[config.mk]
export PLATFORM = sky130hd
export DESIGN_NAME = runner_input
export DESIGN_NICKNAME = d
export VERILOG_FILES = /design/src/rtl/runner_input.sv
export SDC_FILE = /design/constraint.sdc
export NUM_CORES = 1
export LEC_CHECK = 0
export CORE_ASPECT_RATIO = 0.7
export CORE_MARGIN = 10
export CORE_UTILIZATION = 40
export CTS_CLUSTER_DIAMETER = 50
export DETAILED_ROUTE_END_ITERATION = 10
export SYNTH_ARGS = -nofsm -noshare
export SYNTH_HDL_FRONTEND = slang
export SYNTH_SLANG_ARGS = --single-unit
[constraint.sdc]
create_clock -name clk -period 3.5 [get_ports clk]
set_clock_uncertainty 0.15 [all_clocks]
set_input_delay 0.7 -clock clk [delete_from_list [all_inputs] [get_ports clk]]
set_output_delay 0.7 -clock clk [all_outputs]
set_load 0.01 [all_outputs]
[src/rtl/runner_input.sv]
// PS/2 keyboard front end: sync + glitch filter, 11-bit frame receiver and set-2 decoder
// producing jumping/ducking levels. Optional macro RUNNER_INPUT_SCANCODE_OUT_EN adds scancode outputs.
module runner_input #(
  parameter int unsigned FILTER_LEN     = 8,
  parameter int unsigned TIMEOUT_CYCLES = 100000
) (
  input  logic       clk,
  input  logic       rst,
  input  logic       ps2_clk,
  input  logic       ps2_data,
  output logic       jumping,
  output logic       ducking,
  output logic       frame_err
`ifdef RUNNER_INPUT_SCANCODE_OUT_EN
  ,
  output logic [7:0] scancode,
  output logic       scancode_valid
`endif
);

  localparam int unsigned FW = $clog2(FILTER_LEN + 1);
  localparam int unsigned TW = $clog2(TIMEOUT_CYCLES + 1);

  localparam int unsigned K_SPACE = 0;
  localparam int unsigned K_UP    = 1;
  localparam int unsigned K_W     = 2;
  localparam int unsigned K_DOWN  = 3;
  localparam int unsigned K_S     = 4;

  typedef enum logic [1:0] {
    ST_IDLE,
    ST_DATA,
    ST_PARITY,
    ST_STOP
  } state_t;

  logic          r_clk_s1;
  logic          r_clk_s2;
  logic          r_dat_s1;
  logic          r_dat_s2;
  logic          r_clk_f;
  logic          r_clk_f_d;
  logic [FW-1:0] r_flt_cnt;
  logic          w_fall;

  state_t        r_state;
  state_t        r_state_nxt;
  logic [2:0]    r_bit_cnt;
  logic [7:0]    r_shreg;
  logic          r_parity;
  logic [TW-1:0] r_to_cnt;
  logic          r_byte_strobe;
  logic          r_frame_err;

  logic          w_timeout;
  logic          w_shift;
  logic          w_par_ld;
  logic          w_strobe;
  logic          w_bad;

  logic          r_ext;
  logic          r_brk;
  logic [4:0]    r_keys;
  logic          w_key_hit;
  logic [2:0]    w_key_idx;

  // Input synchronisers and clock glitch filter
  always_ff @(posedge clk) begin
    if (rst) begin
      r_clk_s1  <= 1'b1;
      r_clk_s2  <= 1'b1;
      r_dat_s1  <= 1'b1;
      r_dat_s2  <= 1'b1;
      r_clk_f   <= 1'b1;
      r_clk_f_d <= 1'b1;
      r_flt_cnt <= '0;
    end else begin
      r_clk_s1  <= ps2_clk;
      r_clk_s2  <= r_clk_s1;
      r_dat_s1  <= ps2_data;
      r_dat_s2  <= r_dat_s1;
      r_clk_f_d <= r_clk_f;
      if (r_clk_s2 != r_clk_f) begin
        if (r_flt_cnt == FW'(FILTER_LEN - 1)) begin
          r_clk_f   <= r_clk_s2;
          r_flt_cnt <= '0;
        end else begin
          r_flt_cnt <= r_flt_cnt + FW'(1);
        end
      end else begin
        r_flt_cnt <= '0;
      end
    end
  end

  assign w_fall    = r_clk_f_d & ~r_clk_f;
  assign w_timeout = (r_state != ST_IDLE) && (r_to_cnt == TW'(TIMEOUT_CYCLES - 1));

  // Receiver next-state; timeout has priority over a coincident fall
  always_comb begin
    r_state_nxt = r_state;
    w_shift     = 1'b0;
    w_par_ld    = 1'b0;
    w_strobe    = 1'b0;
    w_bad       = 1'b0;
    if (w_timeout) begin
      r_state_nxt = ST_IDLE;
    end else if (w_fall) begin
      case (r_state)
        ST_IDLE: begin
          if (!r_dat_s2) r_state_nxt = ST_DATA;
        end
        ST_DATA: begin
          w_shift = 1'b1;
          if (r_bit_cnt == 3'd7) r_state_nxt = ST_PARITY;
        end
        ST_PARITY: begin
          w_par_ld    = 1'b1;
          r_state_nxt = ST_STOP;
        end
        ST_STOP: begin
          r_state_nxt = ST_IDLE;
          if (r_dat_s2 && ((^r_shreg) ^ r_parity)) w_strobe = 1'b1;
          else                                      w_bad    = 1'b1;
        end
        default: r_state_nxt = ST_IDLE;
      endcase
    end
  end

  always_ff @(posedge clk) begin
    if (rst) begin
      r_state       <= ST_IDLE;
      r_bit_cnt     <= '0;
      r_shreg       <= '0;
      r_parity      <= 1'b0;
      r_to_cnt      <= '0;
      r_byte_strobe <= 1'b0;
      r_frame_err   <= 1'b0;
    end else begin
      r_state       <= r_state_nxt;
      r_byte_strobe <= w_strobe;
      r_frame_err   <= w_bad | w_timeout;
      if (r_state == ST_IDLE) begin
        r_bit_cnt <= '0;
      end else if (w_shift) begin
        r_shreg   <= {r_dat_s2, r_shreg[7:1]};
        r_bit_cnt <= r_bit_cnt + 3'd1;
      end
      if (w_par_ld) r_parity <= r_dat_s2;
      if (r_state == ST_IDLE || w_timeout || w_fall) r_to_cnt <= '0;
      else                                           r_to_cnt <= r_to_cnt + TW'(1);
    end
  end

  // Key map lookup on the (ext, code) pair
  always_comb begin
    w_key_hit = 1'b0;
    w_key_idx = '0;
    case ({r_ext, r_shreg})
      9'h029: begin w_key_hit = 1'b1; w_key_idx = 3'(K_SPACE); end
      9'h175: begin w_key_hit = 1'b1; w_key_idx = 3'(K_UP);    end
      9'h01D: begin w_key_hit = 1'b1; w_key_idx = 3'(K_W);     end
      9'h172: begin w_key_hit = 1'b1; w_key_idx = 3'(K_DOWN);  end
      9'h01B: begin w_key_hit = 1'b1; w_key_idx = 3'(K_S);     end
      default: ;
    endcase
  end

  always_ff @(posedge clk) begin
    if (rst) begin
      r_ext  <= 1'b0;
      r_brk  <= 1'b0;
      r_keys <= '0;
    end else if (w_bad) begin
      r_ext <= 1'b0;
      r_brk <= 1'b0;
    end else if (r_byte_strobe) begin
      case (r_shreg)
        8'hE0: r_ext <= 1'b1;
        8'hF0: r_brk <= 1'b1;
        8'hAA: begin
          r_keys <= '0;
          r_ext  <= 1'b0;
          r_brk  <= 1'b0;
        end
        default: begin
          if (w_key_hit) r_keys[w_key_idx] <= ~r_brk;
          r_ext <= 1'b0;
          r_brk <= 1'b0;
        end
      endcase
    end
  end

  assign jumping   = r_keys[K_SPACE] | r_keys[K_UP] | r_keys[K_W];
  assign ducking   = r_keys[K_DOWN] | r_keys[K_S];
  assign frame_err = r_frame_err;

`ifdef RUNNER_INPUT_SCANCODE_OUT_EN
  logic [7:0] r_scancode;

  // Loaded with the strobe so scancode is already valid while scancode_valid is high
  always_ff @(posedge clk) begin
    if (rst)           r_scancode <= '0;
    else if (w_strobe) r_scancode <= r_shreg;
  end

  assign scancode       = r_scancode;
  assign scancode_valid = r_byte_strobe;
`endif

endmodule

# Word level (Yosys, flattened, before mapping)
# Index checks and enable logic that the tools add are counted.
word_totals:
  regBits: 50
  input_bits: 4
  out_inout_bits: 3
  wordCells: 101
op_classes:
  addsub: 3
  magnitude_cmp: 2
  n_eq_ne: 17
  mux: 23
  n_bitwise: 16
  n_reduce_logical: 23
op_table:
  columns: ["operator", "count"]
  rows:
  - ["equality test 8 bit (second input constant)", 3]
  - ["equality test 9 x 5 -> 1 bit (second input constant)", 2]
  - ["equality test 9 bit (second input constant)", 2]
  - ["adder 17 x 1 -> 17 bit (second input constant)", 1]
  - ["equality test 17 bit (second input constant)", 1]
  - ["2-to-1 mux 1 bit", 13]
  - ["case mux 3 bit (4 select lines)", 1]
  - ["NOT 1 bit", 10]
  - ["case mux 5 bit (2 select lines)", 1]
  - ["OR reduction 2 bit", 5]
  - ["equality test 9 x 6 -> 1 bit (second input constant)", 1]
  - ["case mux 2 bit (4 select lines)", 1]
  - ["AND reduction 2 bit", 4]
  - ["parity 8 bit", 1]
  - ["bitwise mux 5 bit", 1]
  - ["2-to-1 mux 5 bit", 1]
  - ["OR reduction 5 bit", 1]
  - ["adder 4 x 1 -> 4 bit (second input constant)", 1]
  - ["equality test 2 bit (second input constant)", 2]
  - ["equality test 4 x 3 -> 1 bit (second input constant)", 1]
  - ["< comparator 3 x 4 -> 1 bit (second input constant)", 1]
  - ["2-to-1 mux 2 bit", 2]
  - ["!= test 2 bit (second input constant)", 2]
  - ["OR 1 bit", 4]
  - ["other kinds (17)", 22]

# Logic depth before layout (Yosys ltp)
# Gate-level depths: netlist of run 1.
depth:
  depth_word: 9
  mapped_depth: 8
  mapped_depth_nobuf: 7

# Least setup slack after synthesis of run 1
# No wires, ideal clock.
synth_timing:
  path_type: "register to register"
  start: "register r_to_cnt[12]"
  end: "register r_keys[1]"
  setup_ns: 0.092
  t_arrival_ns: 2.224
  path_slack_ns: 1.034
  stages_incl_launch_ff: 8
  path_buffers: 2
  synth_period_minus_slack_ns: 2.466
  cell_sequence: "dfxtp_1 -> or4_1 -> or4_1 -> buf_2 -> nand2b_4 -> buf_6 -> a211o_1 -> o32ai_1"
synth_via:
  elab_chain_len: 5
synth_lines:
  columns: ["element", "line", "text"]
  rows:
  - ["from (decl)", "51", "logic [TW-1:0] r_to_cnt;"]
  - ["from (signal assigned)", "152", "else r_to_cnt <= r_to_cnt + TW'(1);"]
  - ["equality test 17 bit", "97", "assign w_timeout = (r_state != ST_IDLE) && (r_to_cnt == TW'(TIMEOUT_CYCLES - 1));"]
  - ["logical AND 1 bit", "97", null]
  - ["2-to-1 mux 1 bit", "106", "if (w_timeout) begin"]
  - ["NOT 1 bit (no line)", null, null]
  - ["AND reduction 4 bit (no line)", null, null]
  - ["to (signal, indexed assignment)", "188", "if (w_key_hit) r_keys[w_key_idx] <= ~r_brk;"]
  - ["to (decl)", "63", "logic [4:0] r_keys;"]
# Every way passes these cells.
# A chain may end at the register's enable or synchronous reset.

# Final worst setup path of run 1
layout_timing:
  start: "register r_shreg[2]"
  end: "register r_keys[1]"
layout_via:
  elab_chain_len: 9
  word_cells_on_any_way: 31
  cone_classes: "order compare (2); eq/ne (8); mux (11); bitwise (3); reduce/logical (7)"
layout_lines:
  columns: ["element", "line", "text"]
  rows:
  - ["from (decl)", "49", "logic [7:0] r_shreg;"]
  - ["from (signal assigned)", "147", "r_shreg <= {r_dat_s2, r_shreg[7:1]};"]
  - ["equality test 9 x 5 -> 1 bit (tied with other cells)", "160", "case ({r_ext, r_shreg})"]
  - ["case mux 3 bit (4 select lines) or XOR 1 bit (tied branches)", "160, 123", null]
  - ["< comparator 3 x 4 -> 1 bit (not written as such) (tied with other cells)", "188", null]
  - ["logical AND 1 bit (not written as such) or 2-to-1 mux 1 bit (tied branches)", "188, 123", null]
  - ["2-to-1 mux 1 bit, on equally long branches", "188, 109", null]
  - ["demux 1 bit (select 3 bit) or 2-to-1 mux 1 bit (tied branches)", "188, 108", null]
  - ["bitwise mux 5 bit or 2-to-1 mux 1 bit (tied branches)", "188, 106", null]
  - ["2-to-1 mux 5 bit or NOT 1 bit (tied branches)", null, null]
  - ["case mux 5 bit (2 select lines) or AND reduction 4 bit (tied branches)", null, null]
# Parallel ways exist; a longest one is shown, timed or not. The select of a mux whose other input is x is not followed.

==> flow_metrics.tcl, run 1 <==
set metrics [dict create \
    outcome "completed" \
    cts_tree "done" \
    die_area_um2 9847 \
    drt_iter0_markers 50 \
    cp_data_required_time_ps 3580 \
    ant_nets 0 \
    dr.pass1.iters 4 \
    maxCapViolCount 0 \
    p_leak_nw 1.061 \
    fin_crit_sh 0.7569 \
    yosysWarnings 0 \
    yosysMostFrequentCell "dfxtp_1" \
    syn-cell-area_um2 2495 \
    num_rows 23 \
    dp_hpwl_mm 3.536 \
    synth_top_area_cell "dfxtp_1" \
    p_per_area_nw_per_um2 350.3 \
    cts_htree_levels 2 \
    antenna_found_initial 0 \
    vias 1810 \
    synth_edf_count 0 \
    first_global_vias 1653 \
    layout-drive-gt1-share 0.06667 \
    synth_commonest_cells "dfxtp_1 (50), nor2_1 (32), ha_1 (23), inv_1 (13)" \
    synth_seq_area_share 0.4012 \
    timing.final.setup_violations 0 \
    cts_made_buffers 5 \
    fmax_mhz 377.5 \
    relSlewSlack 0.6011 \
    worstMarginPinSlew_ps 596.6 \
    synth_top_area_share 0.4012 \
    drt-wirelength-per-cell_um 13.73 \
    routabilityCongestion 0.7769 \
    core_area_um2 5871 \
    viasPerCell 5.246 \
    initial_core_util 0.4250 \
    die_w_um 114.4 \
    synth.avg_cell_area_um2 9.450 \
    ys_seq_elements 50 \
    syn_to_final_growth_pct 8.576 \
    critPathArrivalTime_ps 2720 \
    clock_path_buffers 2 \
    synth_flop_cell "dfxtp_1" \
    synth_cell_types 40 \
    cts_resized 0 \
    insertion_delay_ps 310 \
    cts_hold_buf 0 \
    clockRootBuffer "clkbuf_8" \
    path_class "reg2reg" \
    synthCells 264 \
    synthArstFlopShare 0 \
    grt_usage 0.1013 \
    end_kind "register" \
    post-route-drc-count 0 \
    diodes 0 \
    yosys-top-cells-area "dfxtp_1 (40%), ha_1 (12%), mux2i_1 (4.8%), nor2_1 (4.8%), xnor2_1 (3.5%)" \
    routed_wl_mm 4.737 \
    syn_nets 291 \
    fillers 571 \
    port_buffers 6 \
    post_cts_buffers 0 \
    total_power_mw 0.9489 \
    drv_slew 0 \
    worstSetupStartpointType "register" \
    finalHoldViolations 0 \
    die_y_um 86.08 \
    setup_tns_ps 0 \
    post-route-min-period_ps 2649 \
    cts_sinks 50 \
    grt_max_degree 25 \
    hp-class "reg2reg" \
    cts.clk_slew.worst_paths_ps 110 \
    overflow 0 \
    grt_first_pass_wirelength_mm 8.300 \
    layout.nets 296 \
    rsz0062_at_grt "no" \
    ir_drop_mv 0.1547 \
    io_pins 7 \
    crit_path_max_fanout 6 \
]
==> state kept, by name (all words and copies together) (netlist names), 2 cells and up <==
name / flops
r_bit_cnt: 3
r_flt_cnt: 4
r_keys: 5
r_shreg: 8
r_state: 2
r_to_cnt: 17
==> metrics by stage <==
stage	area [µm²]	std cells	hold slack (ps)	setup slack, ps	util
6_report	2709	345	278.9	850.8	0.4614
5_1_grt	2709	345	291.6	694.2	0.4614
4_1_cts	2709	345	282.8	894.3	0.4614
3_5_place_dp	2614	337	252.3	910.7	0.4452
3_3_place_gp	2614	337	253.1	942.8	0.4452
2_1_floorplan	2495	264	239.5	1034	-
==> metal layers <==
layer  up-vias  part of all wire  GRT usage
met5         -                 0          0
met4         0             0.011    0.02611
met3        10             0.043    0.02923
met2        24              0.34     0.1231
met1       840              0.60     0.1602
li1        936                 -          -
==> cell usage in the layout (no fill, tap or decap), drive strengths merged, types with 7 or more instances in the layout <==
master	instances
dfxtp	50
ha	23
inv	16
mux2i	12
nand2	12
nand2b	7
nand3	8
nand4	7
nor2	32
xnor2	10
xor2	10
==> cell type report <==
cell class              count  area, µm²  area share
multi-input cells         192       1403      0.5178
repair buffers              7      67.56     0.02494
clock buffers               5      68.82     0.02540
clock inverters             3      26.28    0.009700
inverters                  13      48.80     0.01801
well taps                  75      93.84     0.03464
flip-flops and latches     50       1001      0.3695
==> kinds of logic (layout without fill, tap and decap cells) <==
logic type | after synthesis | in the layout | synth area share
DFF | 50 | 50 | 0.4012
AOI/OAI and AO/OA | 28 | 28 | 0.08275
xor gates and xnor gates | 21 | 21 | 0.07923
adders and majority gates | 23 | 23 | 0.1153
buffers and inverters | 22 | 28 | 0.03661
and+or+nand+nor | 108 | 108 | 0.2367
muxes | 12 | 12 | 0.04815
==> power by group <==
part	total (mW)	internal [mW]	switching, mW
Combinational	0.0142	0.00655	0.00763
Clock	0.362	0.149	0.213
Sequential	0.573	0.571	0.00182
==> worst max-delay path: stages (launching register included) <==
cell and delay (ps):
dfxtp_1 410, inv_1 80, ha_1 310, xnor3_1 340
xnor2_1 370, a21oi_1 240, a211o_1 390, o32ai_1 270
==> final timing paths <==
kind / from / end / slack (ps) / cells after the start
setup / recovery: r_shreg[2] / r_keys[1] / 850 / 7
hold / removal: r_clk_s1 / r_clk_s2 / 280 / 1
setup reg to reg: r_shreg[2] / r_keys[1] / 850 / 7
hold reg to reg: r_clk_s1 / r_clk_s2 / 280 / 1
Power figures use the tool's default switching activity.
==> inputs of run 2 (changes only) <==
==> constraint.sdc (replaced) <==
create_clock -name clk -period 2.3 [get_ports clk]
set_clock_uncertainty 0.15 [all_clocks]
set_input_delay 0.46 -clock clk [delete_from_list [all_inputs] [get_ports clk]]
set_output_delay 0.46 -clock clk [all_outputs]
set_load 0.01 [all_outputs]
==> run 2 against run 1 <==
  * The flow now finishes with violations (negative setup slack)
  * First-iteration DRC count up 72%
  * Critical path depth down 2
  * Worst hold slack improved by 6.9 ps
  * Sequential power increased by 52%
  * Final cell count increased by 7.5%
  * Worst setup slack worse by 940 ps
  * Critical endpoint is now r_keys[3]
==> flow_metrics.tcl, run 2 (same netlist as run 1, synthesis figures left out) <==
set metrics [dict create \
    viasPerCell 5.084 \
    holdPathEnd "r_clk_s2" \
    crit_buf_inv 0 \
    grt_first_pass_wirelength_mm 8.473 \
    p_sw_frac 0.2159 \
    hold_path_depth 1 \
    design_area_um2 3022 \
    grt_usage 0.1029 \
    clockPowerShare 0.374 \
    routed_wl_mm 4.980 \
    overflow 0 \
    hp-class "reg2reg" \
    routabilityCongestion 0.8510 \
    reg2reg_slack_ps -90 \
    cts_sinks 50 \
    cts_tree "done" \
    hold_path_startpoint "r_clk_s1" \
    power.switching_mw 0.3095 \
    largest_reg_flops 17 \
    die_y_um 86.08 \
    worstMarginPinSlew_ps 335.3 \
    end_kind "register" \
    fin_ws_ps -88.09 \
    pwr-share-seq 0.608 \
    top_regs "r_to_cnt x17, r_shreg x8, r_keys x5" \
    maxCapViolCount 0 \
    ant_nets 0 \
    cts_hold_buf 0 \
    fillers 558 \
    relSlewSlack 0.7757 \
    crit_slowest_cell "or4_4" \
    worstSetupStartpointType "register" \
    core_area_um2 5871 \
    drv_slew 0 \
    ff_latch_area_um2 1006 \
    ir_drop_mv 0.2423 \
    dpl_cell_area_um2 2850 \
    p_per_area_nw_per_um2 474.5 \
    die_w_um 114.4 \
    crit_chain "or4_1 -> or4_4 -> nand2b_4 -> a211o_4 -> o32ai_2" \
    syn_to_final_growth_pct 21.11 \
    final_common_cell "dfxtp_1" \
    layout-drive-gt1-share 0.1993 \
    rsz0062_at_grt "yes" \
    multi_input_area_um2 1474 \
    diodes 0 \
    drt_iter0_markers 86 \
    fin_crit_sh 1.038 \
    crit_path_max_fanout 7 \
    insertion_delay_ps 300 \
    outcome "complete, but fails checks" \
    port_buffers 6 \
    crit_family "simple AND/OR/NAND/NOR gates" \
    path_class "reg2reg" \
    die_area_um2 9847 \
    num_rows 23 \
    layout.cells.most_common_list "dfxtp_1 (46), nor2_1 (31), ha_1 (23), buf_4 (23), inv_1 (13)" \
    dp_slack_ps -126.8 \
    cp_data_required_time_ps 2380 \
    initial_core_util 0.4250 \
    clock_path_buffers 2 \
    post-route-drc-count 0 \
    rr_endpoint "r_keys[3]" \
    layout.nets 322 \
    vias 1886 \
    clockRootBuffer "clkbuf_8" \
    dp_hpwl_mm 3.696 \
    cts_made_buffers 5 \
    io_pins 7 \
    rr_startpoint "r_to_cnt[6]" \
    antenna_found_initial 0 \
    cts_htree_levels 2 \
    drt-wirelength-per-cell_um 13.42 \
    cpPeakStageDelay_ps 580 \
    post_cts_buffers 0 \
    setup_tns_ps -547.5 \
    violations "negative setup slack" \
    grt_max_degree 23 \
    internal_power_mw 1.124 \
    dr.pass1.iters 4 \
    p_leak_nw 1.228 \
    cts.clk_slew.worst_paths_ps 100 \
    reg2reg_depth 5 \
    post-route-min-period_ps 2388 \
    timing.final.setup_violations 13 \
    finalHoldViolations 0 \
    critPathArrivalTime_ps 2460 \
    whs_ps 285.8 \
    first_global_vias 1773 \
    pwr-share-comb 0.018 \
    largest-register "r_to_cnt" \
    fmax_mhz 418.7 \
]
==> run 2: cell types whose count changed in the layout (fill, tap and decap cells not counted), moves of 3 or more <==
| cell | change |
|---|---|
| o32ai_2 | +4 |
| inv_6 | -3 |
| dfxtp_2 | +4 |
| dfxtp_1 | -4 |
| o32ai_1 | -4 |
| buf_12 | +3 |
| buf_4 | +22 |
==> run 2: how the worst max path moves through the flow <==
| stage | slack [ps] | end | from | depth (start not counted) |
|---|---|---|---|---|
| global route | -140 | r_keys[4] | r_to_cnt[11] | 5 |
| finish | -90 | r_keys[3] | r_to_cnt[6] | 5 |
| global placement | -100 | r_keys[2] | r_to_cnt[6] | 5 |
| CTS | -50 | r_keys[4] | r_to_cnt[6] | 5 |
| floorplan | -150 | r_keys[1] | r_to_cnt[6] | 7 |
| detailed placement | -130 | r_keys[2] | r_to_cnt[6] | 5 |
==> run 2: layer usage <==
layer,wire [µm],part of all wire,up-vias,GRT usage
met2,1928,0.39,20,0.1390
met3,177,0.036,2,0.02644
met1,2860,0.57,876,0.1549
met4,13,0.0026,0,0.02384
li1,-,-,988,-
met5,0,0,-,0
==> run 2: layout make-up <==
cell class              instances  share of cell area
repair buffers                 33              0.1006
well taps                      75             0.03106
clock buffers                   6             0.02733
flip-flops and latches         50              0.3329
inverters                      13             0.01615
clock inverters                 2            0.004141
multi-input cells             192              0.4878
==> run 2: power groups by stage <==
stage	Clock (mW)	Sequential, mW	Combinational (mW)
finish	0.536	0.872	0.0264
floorplan	0	0.891	0.0130
global route	0.589	0.873	0.0292
global placement	0	0.892	0.0257
CTS	0.560	0.872	0.0262
detailed placement	0	0.892	0.0257
==> run 2: repair_timing <==
item,in CTS,in global routing
gates cloned,0,0
pin swaps,2,6
endpoints found under the setup margin,17,18
resized for setup,5,9
==> run 2: worst register-to-register path: cells and delay by family, from the launching register on <==
kind               cells  cell delay [ps]
and+or+nand+nor        3             1290
AOI/OAI and AO/OA      2              570
DFF                    1              320
==> run 2: stage by stage <==
step	cells	util	total power, mW
CTS	371	0.5068	1.458
detailed placement	363	0.4855	0.9175
finish	371	0.5147	1.434
global placement	363	0.4855	0.9173
global route	371	0.5147	1.491
floorplan	264	-	0.9036
==> inputs of run 3 (changes only) <==
--- a/config.mk
+++ b/config.mk
@@ -8,8 +8,8 @@
 export CORE_ASPECT_RATIO = 0.7
 export CORE_MARGIN = 10
 export CORE_UTILIZATION = 40
-export CTS_CLUSTER_DIAMETER = 50
 export DETAILED_ROUTE_END_ITERATION = 10
+export SKIP_LAST_GASP = 1
 export SYNTH_ARGS = -nofsm -noshare
 export SYNTH_HDL_FRONTEND = slang
 export SYNTH_SLANG_ARGS = --single-unit
==> results of run 3 <==
No change in the layout: final DEF, timing and power equal those of run 2.
